==> src/rtl/vfpu_issue_seq.sv <==
// Vector FP command sequencer: issues one command element by element to the
// scalar FPU and returns each result through a single-entry writeback register.
package vfpu_pkg;
  typedef enum logic [4:0] {
    _FMVXW  = 5'd0,
    _FMVWX  = 5'd1,
    _FADDS  = 5'd2,
    _FSUBS  = 5'd3,
    _FMULS  = 5'd4,
    _FMADD  = 5'd5,
    _FMSUB  = 5'd6,
    _FNMADD = 5'd7,
    _FNMSUB = 5'd8,
    _FSGNJS = 5'd9,
    _FMINS  = 5'd10,
    _FMAXS  = 5'd11,
    _FEQS   = 5'd12,
    _FLTS   = 5'd13,
    _FLES   = 5'd14,
    _FCVTWS = 5'd15,
    _FCVTSW = 5'd16,
    _FCLASS = 5'd17
  } OPERATOR_t;
endpackage

module vfpu_issue_seq
  import vfpu_pkg::*;
#(
  parameter int        VLMAX   = 32,
  parameter int        IDX_W   = $clog2(VLMAX),
  parameter OPERATOR_t IDLE_OP = _FMVXW
) (
  input  logic             clk_i,
  input  logic             rst_i,
  vfpu_issue_seq_if.master bus,
  output logic [1:0]       dbg_state_o
);

  typedef enum logic [1:0] {
    S_IDLE  = 2'd0,
    S_RUN   = 2'd1,
    S_DRAIN = 2'd2
  } state_e;

  localparam logic [IDX_W:0] VL_CAP  = (IDX_W+1)'(VLMAX);
  localparam logic [IDX_W:0] IDX_ONE = (IDX_W+1)'(1);

  state_e           state_q, state_d;
  logic [4:0]       op_q, op_d;
  logic [IDX_W:0]   vl_q, vl_d;
  logic [IDX_W:0]   idx_q, idx_d;
  logic             use_scalar_q, use_scalar_d;
  logic [31:0]      scalar_q, scalar_d;
  logic             inflight_q, inflight_d;
  logic             wb_valid_q, wb_valid_d;
  logic [IDX_W-1:0] wb_idx_q, wb_idx_d;
  logic [31:0]      wb_data_q, wb_data_d;
  logic             done_q, done_d;

  logic [IDX_W:0]   vl_clamped;
  logic             may_issue;
  logic             active;
  logic             complete;
  logic [4:0]       fpu_op;
  logic [31:0]      opnd1, opnd2, opnd3;

  assign vl_clamped = (bus.cmd_vl_i > VL_CAP) ? VL_CAP : bus.cmd_vl_i;
  // A new element may only start if its result has somewhere to land on completion.
  assign may_issue  = !wb_valid_q || bus.wb_ready_i;
  assign active     = (state_q == S_RUN) && (inflight_q || may_issue);
  assign complete   = active && !bus.fpu_wait_i;

  always_comb begin
    state_d      = state_q;
    op_d         = op_q;
    vl_d         = vl_q;
    idx_d        = idx_q;
    use_scalar_d = use_scalar_q;
    scalar_d     = scalar_q;
    inflight_d   = 1'b0;
    wb_valid_d   = wb_valid_q;
    wb_idx_d     = wb_idx_q;
    wb_data_d    = wb_data_q;
    done_d       = 1'b0;
    fpu_op       = IDLE_OP;
    opnd1        = 32'd0;
    opnd2        = 32'd0;
    opnd3        = 32'd0;

    if (wb_valid_q && bus.wb_ready_i) begin
      wb_valid_d = 1'b0;
    end

    case (state_q)
      S_IDLE: begin
        if (bus.cmd_valid_i) begin
          op_d         = bus.cmd_op_i;
          vl_d         = vl_clamped;
          use_scalar_d = bus.cmd_use_scalar_i;
          scalar_d     = bus.cmd_scalar_i;
          idx_d        = '0;
          state_d      = (vl_clamped == '0) ? S_DRAIN : S_RUN;
        end
      end
      S_RUN: begin
        if (active) begin
          fpu_op     = op_q;
          opnd1      = bus.src_op1_i;
          opnd2      = use_scalar_q ? scalar_q : bus.src_op2_i;
          opnd3      = bus.src_op3_i;
          inflight_d = bus.fpu_wait_i;
          if (complete) begin
            wb_valid_d = 1'b1;
            wb_idx_d   = idx_q[IDX_W-1:0];
            wb_data_d  = bus.fpu_result_i;
            idx_d      = idx_q + IDX_ONE;
            if (idx_d == vl_q) begin
              state_d = S_DRAIN;
            end
          end
        end
      end
      S_DRAIN: begin
        if (!wb_valid_q || bus.wb_ready_i) begin
          done_d  = 1'b1;
          state_d = S_IDLE;
        end
      end
      default: begin
        state_d = S_IDLE;
      end
    endcase
  end

  always_ff @(posedge clk_i) begin
    if (rst_i) begin
      state_q      <= S_IDLE;
      op_q         <= IDLE_OP;
      vl_q         <= '0;
      idx_q        <= '0;
      use_scalar_q <= 1'b0;
      scalar_q     <= 32'd0;
      inflight_q   <= 1'b0;
      wb_valid_q   <= 1'b0;
      wb_idx_q     <= '0;
      wb_data_q    <= 32'd0;
      done_q       <= 1'b0;
    end else begin
      state_q      <= state_d;
      op_q         <= op_d;
      vl_q         <= vl_d;
      idx_q        <= idx_d;
      use_scalar_q <= use_scalar_d;
      scalar_q     <= scalar_d;
      inflight_q   <= inflight_d;
      wb_valid_q   <= wb_valid_d;
      wb_idx_q     <= wb_idx_d;
      wb_data_q    <= wb_data_d;
      done_q       <= done_d;
    end
  end

  assign bus.cmd_ready_o    = (state_q == S_IDLE);
  assign bus.busy_o         = (state_q != S_IDLE);
  assign bus.done_o         = done_q;
  assign bus.src_idx_o      = idx_q[IDX_W-1:0];
  assign bus.fpu_op_o       = fpu_op;
  assign bus.fpu_operand1_o = opnd1;
  assign bus.fpu_operand2_o = opnd2;
  assign bus.fpu_operand3_o = opnd3;
  assign bus.wb_valid_o     = wb_valid_q;
  assign bus.wb_idx_o       = wb_idx_q;
  assign bus.wb_data_o      = wb_data_q;
  assign dbg_state_o        = state_q;

endmodule

==> src/rtl/vfpu_issue_seq_if.sv <==
// Port bundle between the VPU dispatch stage, the operand source, the scalar FPU
// and the writeback consumer for one vfpu_issue_seq lane.
interface vfpu_issue_seq_if #(
  parameter int VLMAX = 32,
  parameter int IDX_W = $clog2(VLMAX),
  parameter int OP_W  = 5
);
  // Valid/ready: a beat transfers on a rising edge where valid & ready are both 1.
  // Once raised, valid and its payload stay stable until that transfer happens.
  logic              cmd_valid_i;
  logic              cmd_ready_o;
  logic [OP_W-1:0]   cmd_op_i;
  logic [IDX_W:0]    cmd_vl_i;
  logic              cmd_use_scalar_i;
  logic [31:0]       cmd_scalar_i;

  logic [IDX_W-1:0]  src_idx_o;
  logic [31:0]       src_op1_i;
  logic [31:0]       src_op2_i;
  logic [31:0]       src_op3_i;

  logic [OP_W-1:0]   fpu_op_o;
  logic [31:0]       fpu_operand1_o;
  logic [31:0]       fpu_operand2_o;
  logic [31:0]       fpu_operand3_o;
  logic              fpu_wait_i;
  logic [31:0]       fpu_result_i;

  logic              wb_valid_o;
  logic              wb_ready_i;
  logic [IDX_W-1:0]  wb_idx_o;
  logic [31:0]       wb_data_o;

  logic              busy_o;
  logic              done_o;

  modport master (
    input  cmd_valid_i, cmd_op_i, cmd_vl_i, cmd_use_scalar_i, cmd_scalar_i,
    output cmd_ready_o,
    output src_idx_o,
    input  src_op1_i, src_op2_i, src_op3_i,
    output fpu_op_o, fpu_operand1_o, fpu_operand2_o, fpu_operand3_o,
    input  fpu_wait_i, fpu_result_i,
    output wb_valid_o, wb_idx_o, wb_data_o,
    input  wb_ready_i,
    output busy_o, done_o
  );

  modport slave (
    output cmd_valid_i, cmd_op_i, cmd_vl_i, cmd_use_scalar_i, cmd_scalar_i,
    input  cmd_ready_o,
    input  src_idx_o,
    output src_op1_i, src_op2_i, src_op3_i,
    input  fpu_op_o, fpu_operand1_o, fpu_operand2_o, fpu_operand3_o,
    output fpu_wait_i, fpu_result_i,
    input  wb_valid_o, wb_idx_o, wb_data_o,
    output wb_ready_i,
    input  busy_o, done_o
  );
endinterface

==> src/flat_wrapper.sv <==
// flat-port wrapper written by rule: the top's interface ports become plain ports
module vfpu_issue_seq_flat import vfpu_pkg::*;
#(
  parameter int        VLMAX   = 32,
  parameter int        IDX_W   = $clog2(VLMAX),
  parameter OPERATOR_t IDLE_OP = _FMVXW
)
  (clk_i, rst_i, dbg_state_o, bus_cmd_valid_i, bus_cmd_op_i, bus_cmd_vl_i, bus_cmd_use_scalar_i, bus_cmd_scalar_i, bus_cmd_ready_o, bus_src_idx_o, bus_src_op1_i, bus_src_op2_i, bus_src_op3_i, bus_fpu_op_o, bus_fpu_operand1_o, bus_fpu_operand2_o, bus_fpu_operand3_o, bus_fpu_wait_i, bus_fpu_result_i, bus_wb_valid_o, bus_wb_idx_o, bus_wb_data_o, bus_wb_ready_i, bus_busy_o, bus_done_o);
  vfpu_issue_seq_if #(.VLMAX(VLMAX), .IDX_W(IDX_W)) bus_i ();
  input  logic clk_i;
  input  logic rst_i;
  output logic [1:0] dbg_state_o;
  input wire logic [$bits(bus_i.cmd_valid_i)-1:0] bus_cmd_valid_i;
  input wire logic [$bits(bus_i.cmd_op_i)-1:0] bus_cmd_op_i;
  input wire logic [$bits(bus_i.cmd_vl_i)-1:0] bus_cmd_vl_i;
  input wire logic [$bits(bus_i.cmd_use_scalar_i)-1:0] bus_cmd_use_scalar_i;
  input wire logic [$bits(bus_i.cmd_scalar_i)-1:0] bus_cmd_scalar_i;
  output wire logic [$bits(bus_i.cmd_ready_o)-1:0] bus_cmd_ready_o;
  output wire logic [$bits(bus_i.src_idx_o)-1:0] bus_src_idx_o;
  input wire logic [$bits(bus_i.src_op1_i)-1:0] bus_src_op1_i;
  input wire logic [$bits(bus_i.src_op2_i)-1:0] bus_src_op2_i;
  input wire logic [$bits(bus_i.src_op3_i)-1:0] bus_src_op3_i;
  output wire logic [$bits(bus_i.fpu_op_o)-1:0] bus_fpu_op_o;
  output wire logic [$bits(bus_i.fpu_operand1_o)-1:0] bus_fpu_operand1_o;
  output wire logic [$bits(bus_i.fpu_operand2_o)-1:0] bus_fpu_operand2_o;
  output wire logic [$bits(bus_i.fpu_operand3_o)-1:0] bus_fpu_operand3_o;
  input wire logic [$bits(bus_i.fpu_wait_i)-1:0] bus_fpu_wait_i;
  input wire logic [$bits(bus_i.fpu_result_i)-1:0] bus_fpu_result_i;
  output wire logic [$bits(bus_i.wb_valid_o)-1:0] bus_wb_valid_o;
  output wire logic [$bits(bus_i.wb_idx_o)-1:0] bus_wb_idx_o;
  output wire logic [$bits(bus_i.wb_data_o)-1:0] bus_wb_data_o;
  input wire logic [$bits(bus_i.wb_ready_i)-1:0] bus_wb_ready_i;
  output wire logic [$bits(bus_i.busy_o)-1:0] bus_busy_o;
  output wire logic [$bits(bus_i.done_o)-1:0] bus_done_o;
  assign bus_i.cmd_valid_i = bus_cmd_valid_i;
  assign bus_i.cmd_op_i = bus_cmd_op_i;
  assign bus_i.cmd_vl_i = bus_cmd_vl_i;
  assign bus_i.cmd_use_scalar_i = bus_cmd_use_scalar_i;
  assign bus_i.cmd_scalar_i = bus_cmd_scalar_i;
  assign bus_cmd_ready_o = bus_i.cmd_ready_o;
  assign bus_src_idx_o = bus_i.src_idx_o;
  assign bus_i.src_op1_i = bus_src_op1_i;
  assign bus_i.src_op2_i = bus_src_op2_i;
  assign bus_i.src_op3_i = bus_src_op3_i;
  assign bus_fpu_op_o = bus_i.fpu_op_o;
  assign bus_fpu_operand1_o = bus_i.fpu_operand1_o;
  assign bus_fpu_operand2_o = bus_i.fpu_operand2_o;
  assign bus_fpu_operand3_o = bus_i.fpu_operand3_o;
  assign bus_i.fpu_wait_i = bus_fpu_wait_i;
  assign bus_i.fpu_result_i = bus_fpu_result_i;
  assign bus_wb_valid_o = bus_i.wb_valid_o;
  assign bus_wb_idx_o = bus_i.wb_idx_o;
  assign bus_wb_data_o = bus_i.wb_data_o;
  assign bus_i.wb_ready_i = bus_wb_ready_i;
  assign bus_busy_o = bus_i.busy_o;
  assign bus_done_o = bus_i.done_o;
  vfpu_issue_seq #(.VLMAX(VLMAX), .IDX_W(IDX_W), .IDLE_OP(IDLE_OP)) u_core (.clk_i(clk_i), .rst_i(rst_i), .bus(bus_i), .dbg_state_o(dbg_state_o));
endmodule
==> config.mk <==
export PLATFORM = sky130hd
export DESIGN_NAME = vfpu_issue_seq_flat
export DESIGN_NICKNAME = d
export VERILOG_FILES = /design/src/rtl/vfpu_issue_seq.sv /design/src/rtl/vfpu_issue_seq_if.sv /design/src/flat_wrapper.sv
export SDC_FILE = /design/constraint.sdc
export NUM_CORES = 1
export LEC_CHECK = 0
export CAP_MARGIN = 20
export CORE_MARGIN = 10
export CORE_UTILIZATION = 35
export CTS_CLUSTER_SIZE = 14
export DETAILED_ROUTE_END_ITERATION = 8
export PLACE_DENSITY = 0.82
export SLEW_MARGIN = 30
export SYNTH_ARGS = -nofsm -noshare
export SYNTH_HDL_FRONTEND = slang
export SYNTH_SLANG_ARGS = --single-unit
export TNS_END_PERCENT = 1
==> constraint.sdc <==
create_clock -name clk_i -period 2.3 [get_ports clk_i]
set_input_delay 0.46 -clock clk_i [delete_from_list [all_inputs] [get_ports clk_i]]
set_output_delay 0.46 -clock clk_i [all_outputs]
set_load 0.005 [all_outputs]
; ---- After elaboration in Yosys (flattened, before gate mapping)
; Index checks and enable logic that the tools add are counted.
[word_totals]
reg_bits = 92
latch_bits = 0
mem_bits_rw = 0
romBits = 0
out_inout_bits = 149
elab_cells = 67
mem_count = 0
[classes]
n_addsub = 1
multipliers = 0
div_mod_pow = 0
n_lt_le_gt_ge = 1
eq_ne = 8
shift = 0
mux = 26
bitwise = 3
reduce_logical = 17
[ops]
columns = op, count
row1 = 32-bit 2-to-1 mux, 7
row2 = 6-bit 2-to-1 mux, 4
row3 = 2-bit 2-to-1 mux, 6
row4 = 6-bit one-hot mux with 2 select lines, 1
row5 = 5-bit 2-to-1 mux, 2
row6 = 6-bit by 1-bit adder with 6-bit output (second input constant), 1
row7 = 6-bit equality test, 1
row8 = 6-bit > comparator (second input constant), 1
row9 = 6-bit logical NOT, 1
row10 = 2-bit by 1-bit != test with 1-bit output (second input constant), 3
row11 = 2-bit one-hot mux with 3 select lines, 1
row12 = 1-bit 2-to-1 mux, 5
row13 = 5-bit AND reduction, 1
row14 = 2-bit != test (second input constant), 2
row15 = 4-bit AND reduction, 1
row16 = 2-bit nonzero test, 2
row17 = 1-bit logical AND, 3
row18 = 1-bit NOT, 3
row19 = 3-bit AND reduction, 1
row20 = 3-bit OR reduction, 1
row21 = 2-bit by 1-bit equality test with 1-bit output (second input constant), 1
row22 = 2-bit equality test (second input constant), 1
row23 = 1-bit logical NOT, 2
row24 = 2-bit logical NOT, 1
row25 = other kinds (3), 4

; ---- Logic depth before layout (Yosys ltp)
[logic_depth]
depth_word = 8
ltp_mapped = 8
ltp_nobuf = 6

; ---- Least setup slack after synthesis
; Ideal clock, no wire load.
[synth_timing]
kind = input -> output
start = input port bus_wb_ready_i
end = output port bus_fpu_operand2_o[10]
arrival_ns = 1.477
required_time_ns = 1.840
path_slack_ns = 0.363
stages = 5
n_path_buf = 2
path_cell_list = or3b_1 buf_6 nand2_1 clkbuf_1 nor2_1
[synth_via]
elab_chain_cells = 5
[synth_rtl]
columns = item, line
row1 = "start, declared", flat_wrapper.sv:32  ; input wire logic [$bits(bus_i.wb_ready_i)-1:0] bus_wb_ready_i;
row2 = 1-bit logical OR, vfpu_issue_seq.sv:69  ; assign may_issue = !wb_valid_q || bus.wb_ready_i;
row3 = 1-bit logical OR, vfpu_issue_seq.sv:70  ; assign active = (state_q == S_RUN) && (inflight_q || may_issue);
row4 = 1-bit logical AND, vfpu_issue_seq.sv:70
row5 = 32-bit 2-to-1 mux, vfpu_issue_seq.sv:106  ; if (active) begin
row6 = 32-bit 2-to-1 mux, vfpu_issue_seq.sv:94  ; case (state_q)
row7 = "end, declared", flat_wrapper.sv:25  ; output wire logic [$bits(bus_i.fpu_operand2_o)-1:0] bus_fpu_operand2_o;
; Every way passes these cells.

; ---- Final worst setup path
[layout_timing]
start = input port bus_wb_ready_i
end = output port bus_fpu_operand1_o[15]
[layout_via]
elab_chain_cells = 5
[layout_rtl]
columns = item, line
row1 = 1-bit logical OR, vfpu_issue_seq.sv:69
row2 = 1-bit logical OR, vfpu_issue_seq.sv:70
row3 = 1-bit logical AND, vfpu_issue_seq.sv:70
row4 = 32-bit 2-to-1 mux, vfpu_issue_seq.sv:106
row5 = 32-bit 2-to-1 mux, vfpu_issue_seq.sv:94
row6 = "end, declared", flat_wrapper.sv:24  ; output wire logic [$bits(bus_i.fpu_operand1_o)-1:0] bus_fpu_operand1_o;
; Every way passes these cells.

==> impl_metrics.py <==
metrics = {
    "worst_setup_path": {
        "crit_required_ns": 1.84,
        "crit_arrival_ns": 2.16,
        "cp_max_fo": 42,
        "rrSetupSlack_ns": 0.44,
        "path_class": "in -> out",
        "start_kind": "primary input",
        "worstSetupEndpointType": "output port",
    },
    "timing": {
        "fmax_mhz": 382,
        "whs_ns": 0.451,
        "hold_viol_final": 0,
        "post-route-period-util": 1.14,
        "fin_skew_ns": 0.00333,
        "layout_min_cycle_time_ns": 2.62,
        "rsz0062_at_grt": "yes",
        "slew_viol_final": 0,
        "setup_ws_ns": -0.315,
        "finalSetupViolCount": 101,
        "worst_pin_slew_ns": 0.501,
        "max_slew_margin": 0.666,
    },
    "layout": {
        "drive_above_1_share": 0.0499,
        "layout_common_cells": "clkdlybuf4s50_1 (317), nand2_1 (159), dfxtp_1 (91), a21oi_1 (89), and3_1 (72)",
        "fin_util": 0.657,
        "syn2layout_area_growth_pct": 84.3,
        "final_common_cell": "clkdlybuf4s50_1",
        "instances_no_fill": 1075,
        "fill_cells": 1093,
        "nets": 1076,
    },
    "synth": {
        "syn_area_um2": 4480,
        "synth_seq_cells": 92,
        "yosys.cell_types.count": 35,
        "synthArstFlopShare": 0,
        "synth-edff-count": 0,
        "netlist_instances": 598,
        "ys_seq_area_frac": 0.411,
        "syn_area_per_cell_um2": 7.49,
        "synth_fp_nets": 776,
        "yosysWarningCount": 0,
        "synthFlopType": "dfxtp_1",
    },
    "routing": {
        "vias_per_cell": 4.80,
        "drc": 0,
        "post_drt_wl_per_cell_um": 18.2,
        "via_count": 5158,
        "wl_mm": 19.5,
        "drtPass1Iterations": 5,
        "antenna_left": 0,
        "drtIter0Drc": 288,
    },
    "floorplanning": {
        "die_height_um": 133,
        "fp.dieW_um": 133,
        "dieArea_um2": 17700,
        "io_pins": 326,
        "row_count": 41,
        "start_util": 0.356,
        "core_um2": 12600,
    },
    "placement": {
        "io_buffers": 325,
        "place_inst": 1057,
        "hpwl_mm": 15.3,
        "dp_slack_ns": -0.463,
        "gp_congestion": 0.839,
    },
    "clock_tree": {
        "clk_latency_ns": 0.34,
        "root_buffer": "clkbuf_16",
        "cts_tree": "done",
        "numCtsBuffers": 9,
        "path_clk_slew_ns": 0.06,
        "cts.path.max_buffers": 2,
        "htree_num_levels": 3,
        "numClockSinks": 92,
    },
    "hold_path": {
        "hp-class": "reg -> reg",
    },
    "power": {
        "p_per_area_nw_per_um2": 536,
        "peakVddDrop_mv": 0.425,
        "leakage_uw": 0.00325,
        "total_power_uw": 4420,
    },
    "flow_run": {
        "max_cap_violations": 0,
    },
    "global_routing": {
        "antenna_found_initial": 2,
        "grtUsageTotal": 0.209,
        "grt_pass1_wl_mm": 29.7,
        "grt_start_max_net_pins": 53,
        "globalRouteOverflowTotal": 0,
        "grt_pass1_vias": 5026,
    },
    "run_status": {
        "violations": "negative setup slack",
        "status": "finished with violations",
    },
}
-- registers in the layout, indices dropped and copies added, names as in the netlist, 2 cells and up --
name and cells:
u_core.bus.wb_data_o 32, u_core.bus.wb_idx_o 5, u_core.dbg_state_o 2, u_core.idx_q 6, u_core.op_q 5, u_core.scalar_q 32, u_core.vl_q 6
-- logic make-up (layout without fill, tap and decap cells) --
kind of cell	after synthesis	in the layout	synth area share
DFF	92	92	0.411
other	0	1	0
adders and majority gates	1	1	0.00279
buffers and inverters	59	363	0.0628
AOI/OAI and AO/OA	98	98	0.115
xor gates and xnor gates	7	7	0.0137
and+or+nand+nor	309	309	0.323
muxes	32	32	0.0715
-- routing by layer --
layer | vias to the layer above | part of all wire | global-route usage
li1 | 2598 | - | -
met1 | 2337 | 0.39 | 0.228
met2 | 194 | 0.49 | 0.363
met3 | 27 | 0.094 | 0.0812
met4 | 2 | 0.020 | 0.0659
met5 | - | 0.00067 | 0
-- repair_timing --
item                       4_1_cts  5_1_grt
hold buffers                     0        0
setup buffers                    1        0
setup endpoints to repair      101      101
resized for setup               14        0
gates cloned                     1        0
pin swaps                        2        0
-- metrics by stage --
stage | setup TNS (ns) | instance area (um2)
after floorplan | 0 | 4480
after global placement | -46.52 | 7900
after detailed placement | -49.85 | 7900
after CTS | -27.82 | 8250
after global routing | -31.37 | 8260
final | -27.70 | 8260
-- worst paths after layout --
path	start	to	cells past startpoint
setup / recovery	bus_wb_ready_i	bus_fpu_operand1_o[15]	5
hold / removal	u_core.bus.wb_data_o[3]	u_core.bus.wb_data_o[3]	2
setup reg to reg	u_core.idx_q[0]	u_core.dbg_state_o[0]	6
hold reg to reg	u_core.bus.wb_data_o[3]	u_core.bus.wb_data_o[3]	2
-- Yosys cell counts (all sizes together) (5+ instances only) --
| cell type | instances | area [um2] |
|---|---|---|
| and2 | 5 | 31.3 |
| mux2i | 32 | 320 |
| nor3 | 5 | 25.0 |
| nand3 | 7 | 40.0 |
| o21ai | 5 | 25.0 |
| nand3b | 7 | 52.6 |
| xnor2 | 5 | 43.8 |
| dfxtp | 92 | 1840 |
| buf | 21 | 139 |
| nand2 | 160 | 601 |
| and3 | 73 | 462 |
| a21oi | 89 | 445 |
| clkbuf | 36 | 135 |
| nor2 | 42 | 165 |
-- power by group --
group / total (uW) / leakage [uW] / switching [uW] / internal (uW)
Sequential: 1720 / 0.000751 / 46.5 / 1670
Combinational: 1150 / 0.00235 / 440 / 711
Clock: 1550 / 0.000148 / 608 / 942
-- worst max-delay path, cell delays in order --
cell and delay, ns:
clkdlybuf4s50_1 0.42, or3b_4 0.42, buf_8 0.19, and3_1 0.19
clkdlybuf4s50_1 0.46
-- layout make-up --
class	instances	area, um2	area share
antenna	1	2.50	0.000303
sequential	92	1840	0.223
tap	172	215	0.0261
clock inverter	5	77.6	0.00940
multi-input combinational	447	2370	0.288
timing repair buffer	346	3510	0.425
clock buffer	10	229	0.0277
inverter	2	7.51	0.000909
Note: power is estimated with default switching activity, not from simulation.
